### src/rtl/fifo_stream_out_pkg.sv
// fifo_stream_out_pkg
//   Shared definitions for the FIFO stream drain stage: the clog2 helper used
//   to size pointers and counters, and the legal range of BUF_DEPTH.
//   No ports (package).
//   Optional feature macro used by the top: FIFO_STREAM_OUT_BEAT_CNT_EN.
package fifo_stream_out_pkg;

  localparam int BUF_DEPTH_MIN = 2;
  localparam int BUF_DEPTH_MAX = 16;

  // Ceiling log2; clog2(1) = 0, clog2(2) = 1, clog2(3) = 2.
  function automatic int clog2(input int value);
    int result;
    result = 0;
    for (int i = 0; i < 31; i++) begin
      if ((1 << i) < value) result = i + 1;
    end
    return result;
  endfunction

endpackage

### src/rtl/fifo_stream_out_if.sv
// fifo_stream_out_if
//   Bundles the FIFO read-port signals and the valid/ready output stream.
//   Signals:
//     fifo_rd_data  FIFO read data (valid the cycle after fifo_rd_en)
//     fifo_empty    FIFO empty flag
//     fifo_rd_en    FIFO pop request
//     m_data        stream data
//     m_valid       stream data valid
//     m_ready       stream consumer ready
//   Modports:
//     master  the drain stage (drives fifo_rd_en and the stream)
//     slave   the FIFO plus stream consumer side
interface fifo_stream_out_if #(
  parameter int DATA_WIDTH = 1
);

  logic [DATA_WIDTH-1:0] fifo_rd_data;
  logic                  fifo_empty;
  logic                  fifo_rd_en;
  logic [DATA_WIDTH-1:0] m_data;
  logic                  m_valid;
  logic                  m_ready;

  modport master (
    input  fifo_rd_data,
    input  fifo_empty,
    input  m_ready,
    output fifo_rd_en,
    output m_data,
    output m_valid
  );

  modport slave (
    output fifo_rd_data,
    output fifo_empty,
    output m_ready,
    input  fifo_rd_en,
    input  m_data,
    input  m_valid
  );

endinterface

### src/rtl/fifo_stream_out_stream_buffer.sv
// stream_buffer
//   Circular output buffer of BUF_DEPTH words. Depth need not be a power of
//   two; pointers wrap explicitly from BUF_DEPTH-1 to 0.
//   Ports:
//     clk        clock, rising edge
//     reset      asynchronous active-low reset (clears pointers and contents)
//     push       write push_data at tail
//     push_data  word to store
//     pop        advance head
//     head_data  word at head (the stream data)
//     occ        number of stored words, 0..BUF_DEPTH
//   The caller guarantees no push when full and no pop when empty.
module stream_buffer
  import fifo_stream_out_pkg::*;
#(
  parameter int DATA_WIDTH = 1,
  parameter int BUF_DEPTH  = 2,
  localparam int PTR_W     = clog2(BUF_DEPTH),
  localparam int OCC_W     = clog2(BUF_DEPTH + 1)
) (
  input  logic                  clk,
  input  logic                  reset,
  input  logic                  push,
  input  logic [DATA_WIDTH-1:0] push_data,
  input  logic                  pop,
  output logic [DATA_WIDTH-1:0] head_data,
  output logic [OCC_W-1:0]      occ
);

  logic [DATA_WIDTH-1:0] mem [BUF_DEPTH];
  logic [PTR_W-1:0]      head;
  logic [PTR_W-1:0]      tail;

  function automatic logic [PTR_W-1:0] next_ptr(input logic [PTR_W-1:0] ptr);
    return (ptr == PTR_W'(BUF_DEPTH - 1)) ? '0 : ptr + PTR_W'(1);
  endfunction

  always_ff @(posedge clk or negedge reset) begin
    if (!reset) begin
      head <= '0;
      tail <= '0;
      occ  <= '0;
      for (int i = 0; i < BUF_DEPTH; i++) mem[i] <= '0;
    end else begin
      if (push) begin
        mem[tail] <= push_data;
        tail      <= next_ptr(tail);
      end
      if (pop) head <= next_ptr(head);
      occ <= occ + OCC_W'(push) - OCC_W'(pop);
    end
  end

  assign head_data = mem[head];

endmodule

### src/rtl/fifo_stream_out.sv
// fifo_stream_out
//   Drains a FIFO read port (rd_en / rd_data one cycle later / empty) onto a
//   valid/ready stream at up to one beat per cycle. The output buffer absorbs
//   the FIFO read latency; a credit check keeps buffered plus in-flight words
//   within BUF_DEPTH, so nothing is dropped or duplicated under back-pressure.
//   Ports:
//     clk         FIFO read clock, rising edge
//     reset       asynchronous active-low reset
//     bus         fifo_stream_out_if.master (FIFO read port + output stream)
//     beat_count  completed handshakes, wraps; only with
//                 FIFO_STREAM_OUT_BEAT_CNT_EN defined
//   Optional feature macro: FIFO_STREAM_OUT_BEAT_CNT_EN.
module fifo_stream_out
  import fifo_stream_out_pkg::*;
#(
  parameter int DATA_WIDTH = 1,
  parameter int BUF_DEPTH  = 2,
  parameter int CNT_WIDTH  = 16
) (
  input  logic                 clk,
  input  logic                 reset,
  fifo_stream_out_if.master    bus
`ifdef FIFO_STREAM_OUT_BEAT_CNT_EN
  ,
  output logic [CNT_WIDTH-1:0] beat_count
`endif
);

  localparam int OCC_W = clog2(BUF_DEPTH + 1);
  localparam int CR_W  = OCC_W + 1;

  if (BUF_DEPTH < BUF_DEPTH_MIN || BUF_DEPTH > BUF_DEPTH_MAX) begin : g_bad_depth
    $error("fifo_stream_out: BUF_DEPTH out of range");
  end
  if (CNT_WIDTH < 1) begin : g_bad_cnt
    $error("fifo_stream_out: CNT_WIDTH must be at least 1");
  end

  logic             inflight;
  logic             pop;
  logic [OCC_W-1:0] occ;
  logic [CR_W-1:0]  credit;

  assign bus.m_valid = (occ != '0);
  assign pop         = bus.m_valid & bus.m_ready;

  // Occupancy one cycle ahead. Counting this cycle's pop lets a read issue
  // while the buffer is full-but-draining, which sustains one beat per cycle.
  assign credit = CR_W'(occ) + CR_W'(inflight) - CR_W'(pop);

  assign bus.fifo_rd_en = reset & ~bus.fifo_empty & (credit < CR_W'(BUF_DEPTH));

  always_ff @(posedge clk or negedge reset) begin
    if (!reset) inflight <= 1'b0;
    else        inflight <= bus.fifo_rd_en;
  end

  stream_buffer #(
    .DATA_WIDTH (DATA_WIDTH),
    .BUF_DEPTH  (BUF_DEPTH)
  ) u_buf (
    .clk       (clk),
    .reset     (reset),
    .push      (inflight),
    .push_data (bus.fifo_rd_data),
    .pop       (pop),
    .head_data (bus.m_data),
    .occ       (occ)
  );

`ifdef FIFO_STREAM_OUT_BEAT_CNT_EN
  always_ff @(posedge clk or negedge reset) begin
    if (!reset)   beat_count <= '0;
    else if (pop) beat_count <= beat_count + CNT_WIDTH'(1);
  end
`endif

endmodule

### src/flat_wrapper.sv
// flat-port wrapper written by rule: the top's interface ports become plain ports
module fifo_stream_out_flat import fifo_stream_out_pkg::*;
#(
  parameter int DATA_WIDTH = 1,
  parameter int BUF_DEPTH  = 2,
  parameter int CNT_WIDTH  = 16
)
  (clk, reset, bus_fifo_rd_data, bus_fifo_empty, bus_m_ready, bus_fifo_rd_en, bus_m_data, bus_m_valid);
  fifo_stream_out_if #(.DATA_WIDTH(DATA_WIDTH)) bus_i ();
  input  logic clk;
  input  logic reset;
  input wire logic [$bits(bus_i.fifo_rd_data)-1:0] bus_fifo_rd_data;
  input wire logic [$bits(bus_i.fifo_empty)-1:0] bus_fifo_empty;
  input wire logic [$bits(bus_i.m_ready)-1:0] bus_m_ready;
  output wire logic [$bits(bus_i.fifo_rd_en)-1:0] bus_fifo_rd_en;
  output wire logic [$bits(bus_i.m_data)-1:0] bus_m_data;
  output wire logic [$bits(bus_i.m_valid)-1:0] bus_m_valid;
  assign bus_i.fifo_rd_data = bus_fifo_rd_data;
  assign bus_i.fifo_empty = bus_fifo_empty;
  assign bus_i.m_ready = bus_m_ready;
  assign bus_fifo_rd_en = bus_i.fifo_rd_en;
  assign bus_m_data = bus_i.m_data;
  assign bus_m_valid = bus_i.m_valid;
  fifo_stream_out #(.DATA_WIDTH(DATA_WIDTH), .BUF_DEPTH(BUF_DEPTH), .CNT_WIDTH(CNT_WIDTH)) u_core (.clk(clk), .reset(reset), .bus(bus_i));
endmodule
### config.mk
export PLATFORM = sky130hd
export DESIGN_NAME = fifo_stream_out_flat
export DESIGN_NICKNAME = d
export VERILOG_FILES = /design/src/rtl/fifo_stream_out_pkg.sv /design/src/rtl/fifo_stream_out_if.sv /design/src/rtl/fifo_stream_out_stream_buffer.sv /design/src/rtl/fifo_stream_out.sv /design/src/flat_wrapper.sv
export SDC_FILE = /design/constraint.sdc
export NUM_CORES = 1
export LEC_CHECK = 0
export BUFFER_PORTS_ARGS = -buffer_cell sky130_fd_sc_hd__clkbuf_2
export CAP_MARGIN = 30
export CORE_AREA = 5 5 42 44
export CTS_CLUSTER_DIAMETER = 50
export CTS_CLUSTER_SIZE = 28
export DETAILED_ROUTE_END_ITERATION = 10
export DIE_AREA = 0 0 47 49
export PLACE_DENSITY = 0.42
export SKIP_CTS_REPAIR_TIMING = 1
export SLEW_MARGIN = 20
export SYNTH_ARGS = -nofsm -noshare
export SYNTH_HDL_FRONTEND = slang
export SYNTH_SLANG_ARGS = --single-unit
### constraint.sdc
create_clock -name clk -period 1.8 [get_ports clk]
set_input_delay 0.18 -clock clk [delete_from_list [all_inputs] [get_ports clk]]
set_output_delay 0.18 -clock clk [all_outputs]
set_load 0.005 [all_outputs]
==> results of run 1 <==
[registers in the layout, indices dropped and copies added (netlist names)]
signal and cells:
u_core.u_buf.tail 1, u_core.u_buf.occ 2, u_core.u_buf.mem 2, u_core.u_buf.head 1, u_core.inflight 1
[worst min-delay path by stage]
stage | end | slack (ns) | depth (start not counted)
6_report | u_core.inflight$_DFF_PN0_ | 0.09 | 2
5_1_grt | u_core.inflight$_DFF_PN0_ | 0.09 | 2
4_1_cts | u_core.u_buf.mem[0]$_DFFE_PN0P_ | -0.26 | 1
3_5_place_dp | u_core.u_buf.mem[0]$_DFFE_PN0P_ | 0.03 | 1
3_3_place_gp | u_core.u_buf.mem[1]$_DFFE_PN0P_ | 0.03 | 1
2_1_floorplan | u_core.inflight$_DFF_PN0_ | -0.12 | 0
[area by class of cell]
type	count	area, µm²	share of cell area
multi-input cells	14	196	0.386
flip-flops and latches	7	175	0.344
repair buffers	12	75.1	0.147
clock buffers	3	22.5	0.0442
well taps	16	20.0	0.0393
inverters	4	15.0	0.0295
clock inverters	1	5.00	0.00983
[metrics by stage]
step	setup WS [ns]	hold WS, ns	cell area, µm²	power [W]	TNS (ns)
global route	-0.711	0.0904	509	0.00102	-0.903
global placement	-0.377	0.0277	430	0.000673	-0.519
CTS	-0.694	-0.258	458	0.000849	-0.874
finish	-0.627	0.0949	509	0.000942	-0.750
detailed placement	-0.398	0.0320	430	0.000688	-0.565
floorplan	-0.234	-0.116	345	0.000537	-0.407
[layer usage]
layer	track usage	share of wire	vias to the layer above	wire length, µm
met4	0.0968	0.078	0	46
li1	-	-	111	-
met2	0.0724	0.42	8	247
met1	0.0724	0.44	105	260
met5	0	0	-	0
met3	0.0258	0.064	4	38
[cell families (layout without fill, tap and decap cells)]
kind of cell | Yosys count | count (layout) | share of synthesized area
multiplexers | 3 | 3 | 0.120
XOR/XNOR | 3 | 3 | 0.0767
buffers and inverters | 4 | 20 | 0.0438
flip-flops | 7 | 7 | 0.511
AO/OA/AOI/OAI | 1 | 1 | 0.0256
adder cells (fa/ha/maj) | 3 | 3 | 0.131
AND/OR/NAND/NOR | 4 | 4 | 0.0912
[power breakdown]
group | total, W | leakage [nW] | switching, W | internal (W)
clock | 0.000152 | 0.0177 | 0.0000699 | 0.0000818
sequential | 0.000286 | 0.0844 | 0.0000453 | 0.000240
combinational | 0.000505 | 0.146 | 0.000213 | 0.000292
[cells in the mapped netlist]
| cell | n | share of area |
|---|---|---|
| inv_1 | 4 | 0.044 |
| nor2b_1 | 1 | 0.018 |
| ha_1 | 2 | 0.073 |
| or2_1 | 1 | 0.018 |
| dfrtp_1 | 7 | 0.51 |
| mux2_1 | 1 | 0.033 |
| xor2_1 | 2 | 0.051 |
| xnor2_1 | 1 | 0.026 |
| nor4b_2 | 1 | 0.044 |
| nand2_1 | 1 | 0.011 |
| fa_1 | 1 | 0.058 |
| o21a_2 | 1 | 0.026 |
| mux2_4 | 2 | 0.088 |
==> impl_metrics.tcl, run 1 <==
set metrics [dict create \
    vias 228 \
    grt_first_pass_wirelength_um 959 \
    avgRoutedWirePerCell_um 10.4 \
    fin_util 0.363 \
    post-route-drc-count 0 \
    crit_end "bus_fifo_rd_en" \
    worst_slew_pin_slew_ns 0.194 \
    ir_worst_vdd_v 0.000619 \
    ys_seq_area_frac 0.511 \
    mostFrequentLayoutCells "dfrtp_1 (7), clkbuf_2 (6), buf_4 (4)" \
    place_hpwl_um 449 \
    grt_overflow 0 \
    worstSetupEndpointType "output pin" \
    outcome "finished, violations left" \
    clock_latency_ns 0.26 \
    fmaxAchievable_mhz 412 \
    io_pins 8 \
    grt_antenna_before_repair 0 \
    required_ns 1.62 \
    htreeDepth 1 \
    root_buffer "clkbuf_4" \
    cts_tree "built" \
    start_util 0.245 \
    viasPerCell 4.00 \
    hp-class "in2reg" \
    place_inst 52 \
    detail-route-antenna-nets 0 \
    crit_top_cell "ha_4" \
    port_buffers 7 \
    num_rows 14 \
    relSlewSlack 0.870 \
    drive_above_1_share 0.585 \
    fin_crit_sh 1.35 \
    setup_ws_ns -0.627 \
    fin_cells 57 \
    worstSetupPathType "reg2out" \
    drv_slew 0 \
    rsz0062_at_grt "true" \
    crit_family "adder cells" \
    setup_viol 2 \
    clockBufferDepth 2 \
    skew_ns 0.00645 \
    gr-usage-all-layers 0.0654 \
    slowest_stage "fa_2" \
    r2r_start "u_core.u_buf.occ[1]$_DFF_PN0_" \
    cts_buffers 3 \
    clk_pin_slew_ns 0.06 \
    avgSynthCellArea_um2 13.7 \
    violations "negative setup slack" \
    diodes 0 \
    r2r_cells 7 \
    die_y_um 49 \
    clock-sinks 7 \
    max_stage_delay_ns 0.39 \
    start_kind "flop" \
    p_per_area_nw_per_um2 1850 \
    crit_chain "o21a_2, ha_4, inv_2, ha_4, fa_2, xnor2_2, nor4b_4, buf_2" \
    fin_nets 50 \
    syn2layout_area_growth_pct 48.5 \
    dr.pass1.iters 2 \
    syn_nets 33 \
    yosys_warnings 0 \
    path_max_fanout 2 \
    final_hold_viol_count 0 \
    cp.arrival_ns 2.25 \
    critPathBufInv 2 \
    layout_commonest_cell "dfrtp_1" \
    die-area_um2 2300 \
    crit_start "u_core.u_buf.occ[1]$_DFF_PN0_" \
    worstHoldStart "bus_fifo_empty" \
    n_fill_cell 145 \
    synthCells 25 \
    routed_wl_um 592 \
    yosys_register_bits 7 \
    die_w_um 47 \
    drt_iter0_drc 5 \
    worstReg2RegEnd "u_core.inflight$_DFF_PN0_" \
    synth_cell_types 13 \
    grt_max_degree 9 \
    p_leak_nw 0.248 \
    grt_pass1_vias 247 \
    place_congestion 0.706 \
    fp.coreArea_um2 1400 \
    fin_crit_ns 2.43 \
    drv_cap 0 \
    regToRegSetupSlack_ns -0.12 \
    netlist_area_um2 343 \
    crit_cells 8 \
]
(Power assumes the default switching activity.)
==> run 2, diff against run 1 <==
--- a/config.mk
+++ b/config.mk
@@ -8,6 +8,7 @@
 export BUFFER_PORTS_ARGS = -buffer_cell sky130_fd_sc_hd__clkbuf_2
 export CAP_MARGIN = 30
 export CORE_AREA = 5 5 42 44
+export CTS_BUF_LIST = sky130_fd_sc_hd__clkbuf_8
 export CTS_CLUSTER_DIAMETER = 50
 export CTS_CLUSTER_SIZE = 28
 export DETAILED_ROUTE_END_ITERATION = 10
==> run 2 against run 1 <==
The run still ends with negative setup slack left. Wire length rose by 4.7%. Critical path depth did not move. Register-to-register slack barely moved. Non-clock buffer count did not move. Critical endpoint unchanged. Combinational power barely moved. Sequential power barely moved. Final area rose by 3.7%.
==> impl_metrics.tcl, run 2 (synthesis results as in run 1) <==
set metrics [dict create \
    setup_ws_ns -0.589 \
    worstSetupEndpointType "output pin" \
    viasPerCell 3.95 \
    skew_ns 0.00664 \
    grt_pass1_vias 253 \
    grt_first_pass_wirelength_um 959 \
    path_max_fanout 2 \
    stdcell_area_um2 528 \
    grt_max_degree 9 \
    top_regs "u_core.u_buf.mem: 2 flops, u_core.u_buf.occ: 2 flops" \
    final_hold_viol_count 0 \
    rsz0062_at_grt "true" \
    post-route-drc-count 0 \
    n_fill_cell 145 \
    avgRoutedWirePerCell_um 10.9 \
    place_area_um2 430 \
    worstHoldStart "bus_fifo_empty" \
    crit_cells 8 \
    vias 225 \
    num_rows 14 \
    place_congestion 0.706 \
    clk_pin_slew_ns 0.05 \
    diodes 0 \
    hold_slack_ns 0.129 \
    fin_nets 50 \
    io_pins 8 \
    crit_top_cell "ha_4" \
    start_util 0.245 \
    detail-route-antenna-nets 0 \
    holdPathStages 2 \
    drv_cap 0 \
    die-area_um2 2300 \
    fin_crit_sh 1.33 \
    die_y_um 49 \
    htreeDepth 1 \
    place_ws_ns -0.398 \
    relSlewSlack 0.865 \
    fin_crit_ns 2.39 \
    fp.coreArea_um2 1400 \
    violations "negative setup slack" \
    p_per_area_nw_per_um2 1930 \
    setup_viol 2 \
    routed_wl_um 620 \
    outcome "finished, violations left" \
    regToRegSetupSlack_ns -0.12 \
    hp-class "in2reg" \
    max_stage_delay_ns 0.39 \
    crit_start "u_core.u_buf.occ[1]$_DFF_PN0_" \
    p_leak_nw 0.256 \
    start_kind "flop" \
    r2r_start "u_core.u_buf.occ[1]$_DFF_PN0_" \
    cts_buffers 3 \
    p_total_w 0.00102 \
    cp.arrival_ns 2.21 \
    syn2layout_area_growth_pct 54.0 \
    grt_antenna_before_repair 0 \
    root_buffer "clkbuf_8" \
    drv_slew 0 \
    required_ns 1.62 \
    clockBufferDepth 2 \
    worstSetupPathType "reg2out" \
    worst_slew_pin_slew_ns 0.202 \
    clock_latency_ns 0.23 \
    fin_util 0.377 \
    place_hpwl_um 449 \
    clock-sinks 7 \
    mostFrequentLayoutCells "dfrtp_1 (7), clkbuf_2 (6), buf_4 (4)" \
    slowest_stage "fa_2" \
    fmaxAchievable_mhz 419 \
    r2r_cells 7 \
    drive_above_1_share 0.585 \
    crit_chain "o21a_2, ha_4, inv_2, ha_4, fa_2, xnor2_2, nor4b_4, buf_2" \
    dr.pass1.iters 1 \
    critPathBufInv 2 \
    layout_commonest_cell "dfrtp_1" \
    cts_tree "built" \
    ir_worst_vdd_v 0.000741 \
    grt_overflow 0 \
    die_w_um 47 \
    gr-usage-all-layers 0.0654 \
    drt_iter0_drc 0 \
    port_buffers 7 \
    crit_family "adder cells" \
]
## run 2: changes by cell type in the layout (fill, tap and decap cells not counted)
cell      change
clkbuf_4      -3
clkbuf_8      +3
## run 2: routing by layer
layer  wire, µm  GRT usage  share of wire  vias up
met4          4     0.0829         0.0065        0
met1        263     0.0701           0.42      106
li1           -          -              -      111
met2        311     0.0747           0.50        6
met5          0          0              0        -
met3         40     0.0369          0.065        2
## run 2: path summary, 6_finish.rpt
check | to
max | bus_fifo_rd_en
min | u_core.inflight$_DFF_PN0_
max reg2reg | u_core.inflight$_DFF_PN0_
min reg2reg | u_core.u_buf.head$_DFFE_PN0P_
max in group asynchronous | u_core.u_buf.occ[0]$_DFF_PN0_
min in group asynchronous | u_core.u_buf.mem[0]$_DFFE_PN0P_
## run 2: power breakdown
part / switching [W] / internal [W]
clock: 0.0000766 / 0.000151
combinational: 0.000215 / 0.000292
sequential: 0.0000469 / 0.000241
total: 0.000338 / 0.000684
## run 2: layout make-up
class,count,area (µm²),share of cell area
clock inverter,1,5.00,0.00948
timing repair buffer,12,75.1,0.142
inverter,4,15.0,0.0284
multi-input combinational,14,196,0.372
clock buffer,3,41.3,0.0782
sequential,7,175,0.332
tap,16,20.0,0.0379
## run 2: through the flow
| stage | instances | TNS, ns |
|---|---|---|
| after floorplan | 25 | -0.407 |
| after global placement | 52 | -0.519 |
| after detailed placement | 52 | -0.565 |
| after CTS | 56 | -0.830 |
| after global routing | 57 | -0.864 |
| final | 57 | -0.708 |
